## config.mk

```make
export PLATFORM = sky130hd
export DESIGN_NAME = pc_fetch_ctrl
export DESIGN_NICKNAME = d
export VERILOG_FILES = /design/src/rtl/pc_fetch_ctrl_pkg.sv /design/src/rtl/pc_fetch_ctrl_pc_reg.sv /design/src/rtl/pc_fetch_ctrl.sv
export SDC_FILE = /design/constraint.sdc
export NUM_CORES = 1
export LEC_CHECK = 0
export BUFFER_PORTS_ARGS = -buffer_cell sky130_fd_sc_hd__buf_4
export CORE_UTILIZATION = 43
export DETAILED_ROUTE_END_ITERATION = 7
export HOLD_SLACK_MARGIN = 0.15
export PLACE_DENSITY = 0.76
export SLEW_MARGIN = 20
export SYNTH_ARGS = -nofsm -noshare
export SYNTH_HDL_FRONTEND = slang
export SYNTH_HIERARCHICAL = 1
export SYNTH_SLANG_ARGS = --single-unit
```

## constraint.sdc

```tcl
create_clock -name clk -period 2.71 [get_ports clk]
set_input_delay 0.271 -clock clk [delete_from_list [all_inputs] [get_ports clk]]
set_output_delay 0.271 -clock clk [all_outputs]
set_load 0.005 [all_outputs]
```

## src/rtl/pc_fetch_ctrl_pkg.sv

```systemverilog
// rtl/pc_fetch_ctrl_pkg.sv - shared state encodings and constants for the fetch sequencer
package pc_fetch_ctrl_pkg;

    typedef enum logic [1:0] {
        FS_BOOT  = 2'd0,
        FS_FETCH = 2'd1,
        FS_HOLD  = 2'd2,
        FS_ERR   = 2'd3
    } fetch_state_t;

    // addi x0, x0, 0 : presented to IF/ID whenever no valid instruction is held
    localparam logic [31:0] INST_NOP = 32'h0000_0013;

    // Sequential advance; the 32-bit add wraps 0xFFFF_FFFC back to 0
    function automatic logic [31:0] pc_next_seq(input logic [31:0] pc);
        return pc + 32'd4;
    endfunction

    function automatic logic is_misaligned(input logic [31:0] target);
        return |target[1:0];
    endfunction

endpackage

```

## src/rtl/pc_fetch_ctrl_pc_reg.sv

```systemverilog
// rtl/pc_fetch_ctrl_pc_reg.sv - load-enable register with async active-low reset
module pc_fetch_ctrl_pc_reg #(
    parameter int               WIDTH     = 32,
    parameter logic [WIDTH-1:0] RESET_VAL = '0
) (
    input  logic             clk,
    input  logic             rstn,
    input  logic             en,
    input  logic [WIDTH-1:0] d,
    output logic [WIDTH-1:0] q
);

    // Capture d when enabled, otherwise hold
    always_ff @(posedge clk or negedge rstn) begin
        if (!rstn) begin
            q <= RESET_VAL;
        end else if (en) begin
            q <= d;
        end
    end

endmodule

```

## src/rtl/pc_fetch_ctrl.sv

```systemverilog
// rtl/pc_fetch_ctrl.sv - RV32I fetch-stage sequencer: PC, imem requests, redirects, flushes
module pc_fetch_ctrl
    import pc_fetch_ctrl_pkg::*;
#(
    parameter logic [31:0] RESET_PC    = 32'h0000_0000,
    parameter int          BOOT_CYCLES = 2
) (
    input  logic        clk,
    input  logic        rstn,
    input  logic        stall_i,
    input  logic        redir_valid,
    input  logic [31:0] redir_target,
    output logic        imem_req,
    output logic [31:0] imem_addr,
    input  logic        imem_ready,
    input  logic [31:0] imem_rdata,
    output logic        if_valid,
    output logic [31:0] if_pc,
    output logic [31:0] if_inst,
    output logic        flush_ifid,
    output logic        flush_idex,
    output logic        misalign_err
);

    localparam logic [3:0] BOOT_LAST = 4'(BOOT_CYCLES - 1);

    fetch_state_t state_q, state_d;
    logic [3:0]   cnt_q, cnt_d;
    logic         kill_q, kill_d;
    logic         valid_q;
    logic         err_q;

    logic [31:0]  pc;
    logic [31:0]  pc_d;
    logic         pc_en;
    logic         if_load;
    logic         if_clr;
    logic         err_set;
    logic         flush;
    logic [31:0]  if_inst_q;

    // Architectural PC
    pc_fetch_ctrl_pc_reg #(.WIDTH(32), .RESET_VAL(RESET_PC)) u_pc (
        .clk  (clk),
        .rstn (rstn),
        .en   (pc_en),
        .d    (pc_d),
        .q    (pc)
    );

    // IF/ID payload: PC of the accepted fetch
    pc_fetch_ctrl_pc_reg #(.WIDTH(32), .RESET_VAL(32'h0)) u_if_pc (
        .clk  (clk),
        .rstn (rstn),
        .en   (if_load),
        .d    (pc),
        .q    (if_pc)
    );

    // IF/ID payload: instruction word of the accepted fetch
    pc_fetch_ctrl_pc_reg #(.WIDTH(32), .RESET_VAL(32'h0)) u_if_inst (
        .clk  (clk),
        .rstn (rstn),
        .en   (if_load),
        .d    (imem_rdata),
        .q    (if_inst_q)
    );

    // State register
    always_ff @(posedge clk or negedge rstn) begin
        if (!rstn) begin
            state_q <= FS_BOOT;
        end else begin
            state_q <= state_d;
        end
    end

    // Boot counter, kill flag, IF valid bit and sticky misalignment error
    always_ff @(posedge clk or negedge rstn) begin
        if (!rstn) begin
            cnt_q   <= 4'd0;
            kill_q  <= 1'b0;
            valid_q <= 1'b0;
            err_q   <= 1'b0;
        end else begin
            cnt_q  <= cnt_d;
            kill_q <= kill_d;
            if (if_clr) begin
                valid_q <= 1'b0;
            end else if (if_load) begin
                valid_q <= 1'b1;
            end
            if (err_set) begin
                err_q <= 1'b1;
            end
        end
    end

    // Next-state and control decode; redirect outranks stall and responses
    always_comb begin
        state_d  = state_q;
        cnt_d    = cnt_q;
        kill_d   = kill_q;
        pc_en    = 1'b0;
        pc_d     = pc;
        if_load  = 1'b0;
        if_clr   = 1'b0;
        err_set  = 1'b0;
        imem_req = 1'b0;
        flush    = 1'b0;
        case (state_q)
            FS_BOOT: begin
                if (cnt_q == BOOT_LAST) begin
                    state_d = FS_FETCH;
                end else begin
                    cnt_d = cnt_q + 4'd1;
                end
            end
            FS_FETCH: begin
                imem_req = 1'b1;
                if (redir_valid) begin
                    flush  = 1'b1;
                    if_clr = 1'b1;
                    if (is_misaligned(redir_target)) begin
                        err_set = 1'b1;
                        kill_d  = 1'b0;
                        state_d = FS_ERR;
                    end else begin
                        pc_en   = 1'b1;
                        pc_d    = redir_target;
                        // A response arriving this cycle is simply dropped;
                        // otherwise the one still in flight must be discarded later.
                        kill_d  = !imem_ready;
                        state_d = FS_FETCH;
                    end
                end else if (imem_ready) begin
                    if (kill_q) begin
                        kill_d = 1'b0;
                        if (!stall_i) begin
                            if_clr = 1'b1;
                        end
                    end else begin
                        if_load = 1'b1;
                        pc_en   = 1'b1;
                        pc_d    = pc_next_seq(pc);
                        if (stall_i) begin
                            state_d = FS_HOLD;
                        end
                    end
                end else if (!stall_i) begin
                    // Nothing returned and ID is free to advance: present a bubble
                    if_clr = 1'b1;
                end
            end
            FS_HOLD: begin
                if (redir_valid) begin
                    flush  = 1'b1;
                    if_clr = 1'b1;
                    kill_d = 1'b0;
                    if (is_misaligned(redir_target)) begin
                        err_set = 1'b1;
                        state_d = FS_ERR;
                    end else begin
                        pc_en   = 1'b1;
                        pc_d    = redir_target;
                        state_d = FS_FETCH;
                    end
                end else if (!stall_i) begin
                    state_d = FS_FETCH;
                end
            end
            FS_ERR: begin
                state_d = FS_ERR;
            end
            default: begin
                state_d = FS_ERR;
            end
        endcase
    end

    assign imem_addr    = pc;
    assign if_valid     = valid_q;
    assign if_inst      = valid_q ? if_inst_q : INST_NOP;
    assign flush_ifid   = flush;
    assign flush_idex   = flush;
    assign misalign_err = err_q;

endmodule

```

* Yosys cells after proc, flatten, opt, wreduce, memory -nomap -nowiden *
Cells that the tools add are included.

cells by class
  muxes and demuxes = 42
  reduce and logical (&&, ||, !) cells = 10
  bitwise operators = 1
  eq/ne operators = 10
  $add $sub $neg = 2

operator list
  cell                     number
  $mux W32                 6
  $pmux W32 S2             1
  $add A32 B3 Y32 const B  1
  $mux W1                  23
  $mux W2                  8
  $ne A3 B3 Y1 const B     4
  $reduce_and A5 Y1        2
  $pmux W2 S4              1
  $pmux W1 S2              3
  $add A4 B1 Y4 const B    1
  $eq A2 B2 Y1 const B     2
  $eq A4 B1 Y1 const B     1
  $ne A2 B2 Y1 const B     2
  $reduce_bool A2 Y1       2
  $reduce_or A2 Y1         2
  $reduce_and A3 Y1        1
  $eq A2 B1 Y1 const B     1
  $logic_not A2 Y1         1
  $reduce_and A2 Y1        1
  $logic_not A1 Y1         1
  $not A1 Y1               1

word-level totals
  output and inout port bits = 101
  bits of input ports = 69
  flip-flop bits (word level) = 105

* Logic depth before layout (Yosys ltp) *
Gate-level depths: netlist of run 1.

  word-level depth = 6
  gate-level depth with buffers = 9
  depth with buffers taken out = 8

* Cells and area by module *
Netlist of run 1, hierarchy kept.

modules (own cells, without submodules)
  module                sequential area each (um^2)  cells each  area each (um^2)  instances
  pc_fetch_ctrl_pc_reg  800.8                        68          1,345.0           3
  pc_fetch_ctrl         225.2                        400         2,601.2           1

* Worst setup path before layout of run 1 *
Ideal clock, no wire load.

  kind = register to register
  start = register state_q[0]
  end = register u_pc.q[0]
  arrival = 2.061 ns
  slack = 0.524 ns
  setup time = 0.125 ns
  path buffers = 4
  required time = 2.585 ns
  cell stages (with the launch flop) = 10
  path through = dfrtp_1 > inv_1 > ha_1 > inv_1 > clkbuf_1 > clkbuf_1 > nor2_1 > buf_6 > buf_12 > mux2_4

on the way
  longest elaborated chain between the ends = 3
  elaborated cells between the ends (all ways) = 9
  those cells by class = eq/ne (5); mux (2); reduce/logical (2)

ends and longest elaborated chain
  what                                                 RTL line                    source
  start: declaration                                   pc_fetch_ctrl.sv:27         fetch_state_t state_q, state_d;
  start signal: assignment                             pc_fetch_ctrl.sv:74         state_q <= state_d;
  $eq A2 B2 Y1 / $eq A2 B1 Y1 (equally long branches)  pc_fetch_ctrl.sv:111        case (state_q)
  $pmux W1 S2 (*)                                      pc_fetch_ctrl.sv:111
  via pc_en                                            pc_fetch_ctrl.sv:35         logic pc_en;
  $reduce_and A5 Y1 (no source line) (*)               n/a
  end signal: assignment                               pc_fetch_ctrl_pc_reg.sv:16  q <= RESET_VAL;
  end signal: assignment                               pc_fetch_ctrl_pc_reg.sv:18  q <= d;
  end: declaration                                     pc_fetch_ctrl_pc_reg.sv:10  output logic [WIDTH-1:0] q

The timed path passes the listed nets; every way through them passes the cells marked *.
A chain may end at the register's enable or synchronous reset.

* Final worst setup path of run 1 *
  start = register state_q[0]
  end = output flush_idex

on the way
  longest elaborated chain between the ends = 3
  elaborated cells between the ends (all ways) = 4
  those cells by class = eq/ne (2); mux (1); reduce/logical (1)

ends and longest elaborated chain
  what                                                 RTL line              source
  $eq A2 B2 Y1 / $eq A2 B1 Y1 (equally long branches)  pc_fetch_ctrl.sv:111
  $reduce_or A2 Y1 (no source line) (*)                n/a
  $mux W1 (*)                                          n/a
  end: declaration                                     pc_fetch_ctrl.sv:21   output logic flush_idex,

Every way passes the cells marked *; elsewhere a longest branch is shown, timed or not.

==> results of run 1 <==
## metrics by stage
stage | hold slack [ns] | util | std cells
6_report | 0.334 | 0.579 | 1000
3_3_place_gp | 0.372 | 0.536 | 950
5_1_grt | 0.354 | 0.579 | 1000
4_1_cts | 0.156 | 0.579 | 999
3_5_place_dp | 0.368 | 0.536 | 950
2_1_floorplan | -0.0246 | - | 604
## final cells by class
class	count	share of cell area
clock buffers	9	0.0257
clock inverters	7	0.0104
inverters	10	0.00428
multi-input cells	444	0.415
flip-flops and latches	105	0.299
well taps	188	0.0268
repair buffers	237	0.218
## worst min-delay path: cells and delay by family
family / cells / cell delay [ns]
buffers and inverters: 1 / 0.23
AND/OR/NAND/NOR: 1 / 0.10
AO/OA/AOI/OAI: 1 / 0.06
## cell families (layout without fill, tap and decap cells)
logic type,count (synthesis),count (layout),share of synthesized area
and+or+nand+nor,181,181,0.148
AOI/OAI and AO/OA,145,145,0.147
adders and majority gates,8,8,0.0151
DFF,105,105,0.396
muxes,107,107,0.232
buffers and inverters,55,263,0.0586
xor gates and xnor gates,3,3,0.00396
## worst max-delay path by stage
stage	end	from	depth (start not counted)	slack (ns)
2_1_floorplan	u_pc/q[0]$_DFFE_PN0P_	state_q[0]$_DFFE_PN0P_	9	0.52
3_3_place_gp	u_pc/q[4]$_DFFE_PN0P_	redir_target[0]	7	0.41
3_5_place_dp	u_pc/q[4]$_DFFE_PN0P_	redir_target[0]	7	0.38
4_1_cts	flush_idex	state_q[0]$_DFFE_PN0P_	6	0.18
5_1_grt	flush_idex	state_q[0]$_DFFE_PN0P_	6	0.07
6_report	flush_idex	state_q[0]$_DFFE_PN0P_	6	0.15
## report_power, final
part | internal [mW] | switching [mW]
Combinational | 2.89 | 2.25
Clock | 0.669 | 0.693
Sequential | 2.21 | 0.713
## state kept, by name (all words and copies together) (netlist names)
name          flops
cnt_q             4
if_valid          1
kill_q            1
misalign_err      1
state_q           2
u_if_inst/q      32
u_if_pc/q        32
u_pc/q           32
## cells in the final DEF, fill, tap and decap left out, types with 5 or more instances in the layout
cell	netlist	routed
a21oi_1	42	42
a31o_2	5	5
a31oi_1	11	11
and2_1	33	33
buf_4	2	199
clkbuf_16	0	9
dfrtp_1	105	105
dlygate4sd3_1	0	34
ha_1	8	8
inv_1	10	10
mux2_2	13	13
mux2_4	90	90
nand2_1	46	46
nand3_1	19	19
nand4_1	12	12
nor2_1	33	32
nor3_1	6	6
o211ai_1	5	5
o21ai_0	23	23
o22ai_1	12	12
## per-layer routing
metal	share of wire	wire length, um
met5	0	0
met4	0.034	642
met3	0.066	1250
met2	0.46	8670
met1	0.44	8410
==> out/results.txt, run 1 <==
Post-synth EDFFs = 0
FF/Latch Area = 2630 sq um
leak pwr = 4.05 nW
drt initial violations = 474
synth warn = 6
clk sinks = 105
RePlAce Congestion = 0.952
pre-CTS setup slack = 0.382 ns
nets@finish = 884
Netlist Area Pre-Place = 6640 sq um
crit path kind = flop to primary output
Worst Path Buf+Inv = 4
DRC viols = 0
fraction of layout cells with a size suffix above 1 = 0.432
Reg2Reg Capture Point = u_pc/q[20]$_DFFE_PN0P_
top cells by area, synth = dfrtp_1, mux2_4, a21oi_1, and2_1, buf_12
Post-synth ARST share = 1.00
CTS Buf Count = 9
Starting Density = 0.438
Clock Pin Slew Worst Setup and Hold Paths = 0.08 ns
ant diodes = 0
row count = 45
Critical Path Start Type = flop
Final TNS setup = 0 ns
Total GRT Usage = 0.241
Seq/Total Area, Yosys = 0.396
clock buffer depth = 2
Initial DRT Pass Iterations = 7
area of the multi-input gates = 3640 sq um
wirelength, routed = 19.0 mm
reg2reg start = u_pc/q[2]$_DFFE_PN0P_
Mapped Cells = 604
met1 Usage GRT = 0.325
reg2reg path depth = 7
Max Cap Viol = 0
Reg2Reg Setup Slack = 0.34 ns
Area after DPL = 8120 sq um
max incr delay on CP = 0.42 ns
Worst Skew = 0.00969 ns
RSZ-0062 raised after global routing = no
Synth cell types = 73
Overflow after GRT = 0
Die H = 126 um
Critical Path Fanout Max = 10
Yosys reg bits = 105
Slew Limit Headroom = 0.401
GRT busiest layer = met2
TritonCTS clock tree = done
top cell type's share of synthesized area = 0.396
Post-DRT Antenna Nets = 0
Worst VDD drop = 0.000562 V
Final Cycle Share = 0.945
pwr dens = 1070 nW/um^2
postcts setup bufs = 0
worst-path cell chain = inv_1 > ha_1 > inv_1 > buf_4 > nor2_1 > buf_4
global-route wire length before repair = 30.0 mm
pin count of the biggest net entering global routing = 54
syn nets = 681
area of the die = 15,900 sq um
clk_lat worst skew = 0.36 ns
final setup fails = 0
routed vias = 5,719
synth cell count leaders = dfrtp_1, mux2_4, nand2_1
GR Util met3 = 0.0544
min-delay src = redir_valid
Worst Hold Class = input port to flop
Hold Path End = kill_q$_DFFE_PN0P_
Fillers = 1,250
Non-Filler Cell Area, Final = 8770 sq um
Avg Cell Area, Syn = 11.0 sq um
count leader, synth = dfrtp_1
root buffer cell = clkbuf_16
Synth area leader = dfrtp_1
overall power = 9.42 mW
CTS Hold Bufs = 33
Hold Path Cell Cnt = 3
P&R area growth vs syn = 32.2%
vias in the first global route = 5,602
initial antenna violation count = 0
Fmax = 0.390 GHz
hpwl dp = 13.1 mm
fin crit period = 2.56 ns
critical path's slowest cell = nor2_1
ys flop type = dfrtp_1
IO Pins = 170
Worst-Margin Slew = 0.899 ns
status = finished, final reports clean
input/output buffers = 169
Critical Path AT = 2.29 ns
Max Slew Vio Count = 0
Die X = 126 um
htree depth = 3
cell family with most CP delay = buffers and inverters
core area = 15,100 sq um
average via count per standard cell = 5.72
Final Hold Fails = 0
met2 Use GR = 0.371
WL per Instance = 19.0 um
CP required = 2.44 ns
post_cts resized = 0
Final WS setup = 0.148 ns
Setup crit end kind = primary output
Power figures use the tool's default switching activity.
==> run 2: changes to the inputs <==
Settings changed: CORE_UTILIZATION 43 to 25, PLACE_DENSITY 0.76 to 0.53.
==> out/results.txt, run 2 (synthesized netlist as in run 1, its figures left out) <==
status = finished, final reports clean
Critical Path Fanout Max = 8 (-2)
Reg2Reg Capture Point = u_pc/q[20]$_DFFE_PN0P_
Clock Pin Slew Worst Setup and Hold Paths = 0.08 ns (about the same)
input/output buffers = 169 (unchanged)
Final Hold Fails = 0 (unchanged)
crit path kind = flop to flop
CTS Buf Count = 9 (unchanged)
row count = 59 (+31%)
critical path's slowest cell = dfrtp_1
clk_lat worst skew = 0.36 ns (about the same)
initial antenna violation count = 0 (unchanged)
Setup crit end kind = flop
Critical Path AT = 2.65 ns (+0.36 ns)
pwr dens = 1060 nW/um^2 (-1.2%)
worst-path cell chain = ha_1 > nand4b_1 > nor3_4 > nand2_2 > o311a_1 > o31a_1 > mux2_4
root buffer cell = clkbuf_16
Die X = 165 um (+31%)
IO Pins = 170 (unchanged)
Initial DRT Pass Iterations = 5 (-2)
Overflow after GRT = 0 (unchanged)
Final TNS setup = 0 ns (unchanged)
cell family with most CP delay = simple AND/OR/NAND/NOR gates
CP required = 2.96 ns (+0.52 ns)
most frequent cells in the layout = buf_4, dfrtp_1, mux2_4, nand2_1, a21oi_1
RePlAce Congestion = 0.793 (-17%)
reg2reg start = u_pc/q[3]$_DFFE_PN0P_
area of the die = 27,200 sq um (+71%)
post_cts resized = 0 (unchanged)
Max Cap Viol = 0 (unchanged)
WL per Instance = 17.7 um (-6.9%)
DRC viols = 0 (unchanged)
post-layout util = 0.345 (-0.234)
core area = 26,100 sq um (+72%)
vias in the first global route = 5,410 (-3.4%)
Final Cycle Share = 0.886 (-0.0596)
Fmax = 0.417 GHz (+6.7%)
Worst Hold Class = input port to flop
htree depth = 3 (unchanged)
Worst Path Buf+Inv = 0 (-4)
Final WS setup = 0.309 ns (+0.162 ns)
global-route wire length before repair = 30.9 mm (+2.8%)
routed vias = 5,530 (-3.3%)
pre-CTS setup slack = 0.319 ns (-0.0632 ns)
average via count per standard cell = 4.80 (-16%)
leak pwr = 4.06 nW (+0.37%)
clk sinks = 105 (unchanged)
Worst-Margin Slew = 0.615 ns (-0.284 ns)
TritonCTS clock tree = done
postcts setup bufs = 0 (unchanged)
commonest non-fill, non-tap cell in the layout = buf_4
Max Slew Vio Count = 0 (unchanged)
critical path endpoint = u_pc/q[20]$_DFFE_PN0P_
Die H = 165 um (+31%)
Total GRT Usage = 0.148 (-0.0929)
hpwl dp = 14.3 mm (+9.1%)
min-delay src = redir_valid
overall power = 9.54 mW (+1.2%)
Worst Skew = 0.0143 ns (+0.00457 ns)
clock buffer depth = 2 (unchanged)
Critical Path Start Type = flop
WP depth = 7 (+1)
largest registers = u_if_inst/q (32), u_if_pc/q (32), u_pc/q (32)
Slew Limit Headroom = 0.590 (+0.189)
drt initial violations = 372 (-22%)
Reg2Reg Setup Slack = 0.31 ns (-0.03 ns)
Starting Density = 0.255 (-0.183)
fraction of layout cells with a size suffix above 1 = 0.435 (+0.00278)
fin crit period = 2.40 ns (-0.162 ns)
final setup fails = 0 (unchanged)
nets@finish = 888 (+0.45%)
P&R area growth vs syn = 35.4%
Worst Setup SP = u_pc/q[3]$_DFFE_PN0P_
RSZ-0062 raised after global routing = no
ant diodes = 0 (unchanged)
Worst VDD drop = 0.000429 V (-24%)
max incr delay on CP = 0.48 ns (+0.06 ns)
wirelength, routed = 20.3 mm (+7.2%)
pin count of the biggest net entering global routing = 47 (-13%)
reg2reg path depth = 7 (unchanged)
Post-DRT Antenna Nets = 0 (unchanged)
Fillers = 2,621 (+110%)
[run 2: worst register-to-register path, delay by kind of cell (launching register included)]
kind	cells	cell delay [ns]
flops	1	0.48
simple gates	3	0.72
fa+ha+maj	1	0.29
compound gates	2	0.58
mux	1	0.25
[run 2: area by class of cell]
type | instances | area, sq um | area share
Multi-Input combinational cell | 444 | 3640 | 0.405
Sequential cell | 105 | 2630 | 0.292
Timing Repair Buffer | 241 | 1930 | 0.215
Tap cell | 335 | 419 | 0.0466
Clock buffer | 9 | 225 | 0.0251
Clock inverter | 7 | 103 | 0.0114
Inverter | 10 | 37.5 | 0.00418
[run 2: worst min path at each step]
stage,cells past startpoint,end
floorplan,0,cnt_q[0]$_DFFE_PN0P_
global placement,1,u_if_pc/q[10]$_DFFE_PN0P_
detailed placement,1,u_if_pc/q[10]$_DFFE_PN0P_
CTS,3,kill_q$_DFFE_PN0P_
global route,3,kill_q$_DFFE_PN0P_
finish,3,kill_q$_DFFE_PN0P_
[run 2: what timing repair did]
| item | in CTS | in global routing |
|---|---|---|
| hold endpoints to repair | 77 | 0 |
| endpoints found under the setup margin | 0 | 0 |
| hold buffers | 34 | 0 |
[run 2: report_power, final]
group          internal [mW]  total, mW  switching (mW)
clock                  0.819       1.47           0.652
sequential              2.21       2.86           0.650
combinational           2.89       5.20            2.32
[run 2: stage by stage]
stage               hold WS (ns)  instance area [sq um]  std cells
floorplan                -0.0246                   6640        604
global placement           0.328                   8320       1101
detailed placement         0.327                   8320       1101
CTS                        0.232                   8990       1151
global route               0.278                   8990       1151
finish                     0.249                   8990       1151
[run 2: layer usage]
metal / global-route usage / vias up / part of all wire
met5: 0 / - / 0
met4: 0.0379 / 0 / 0.012
met3: 0.0284 / 16 / 0.064
met2: 0.231 / 192 / 0.44
met1: 0.207 / 2690 / 0.48
li1: - / 2632 / -
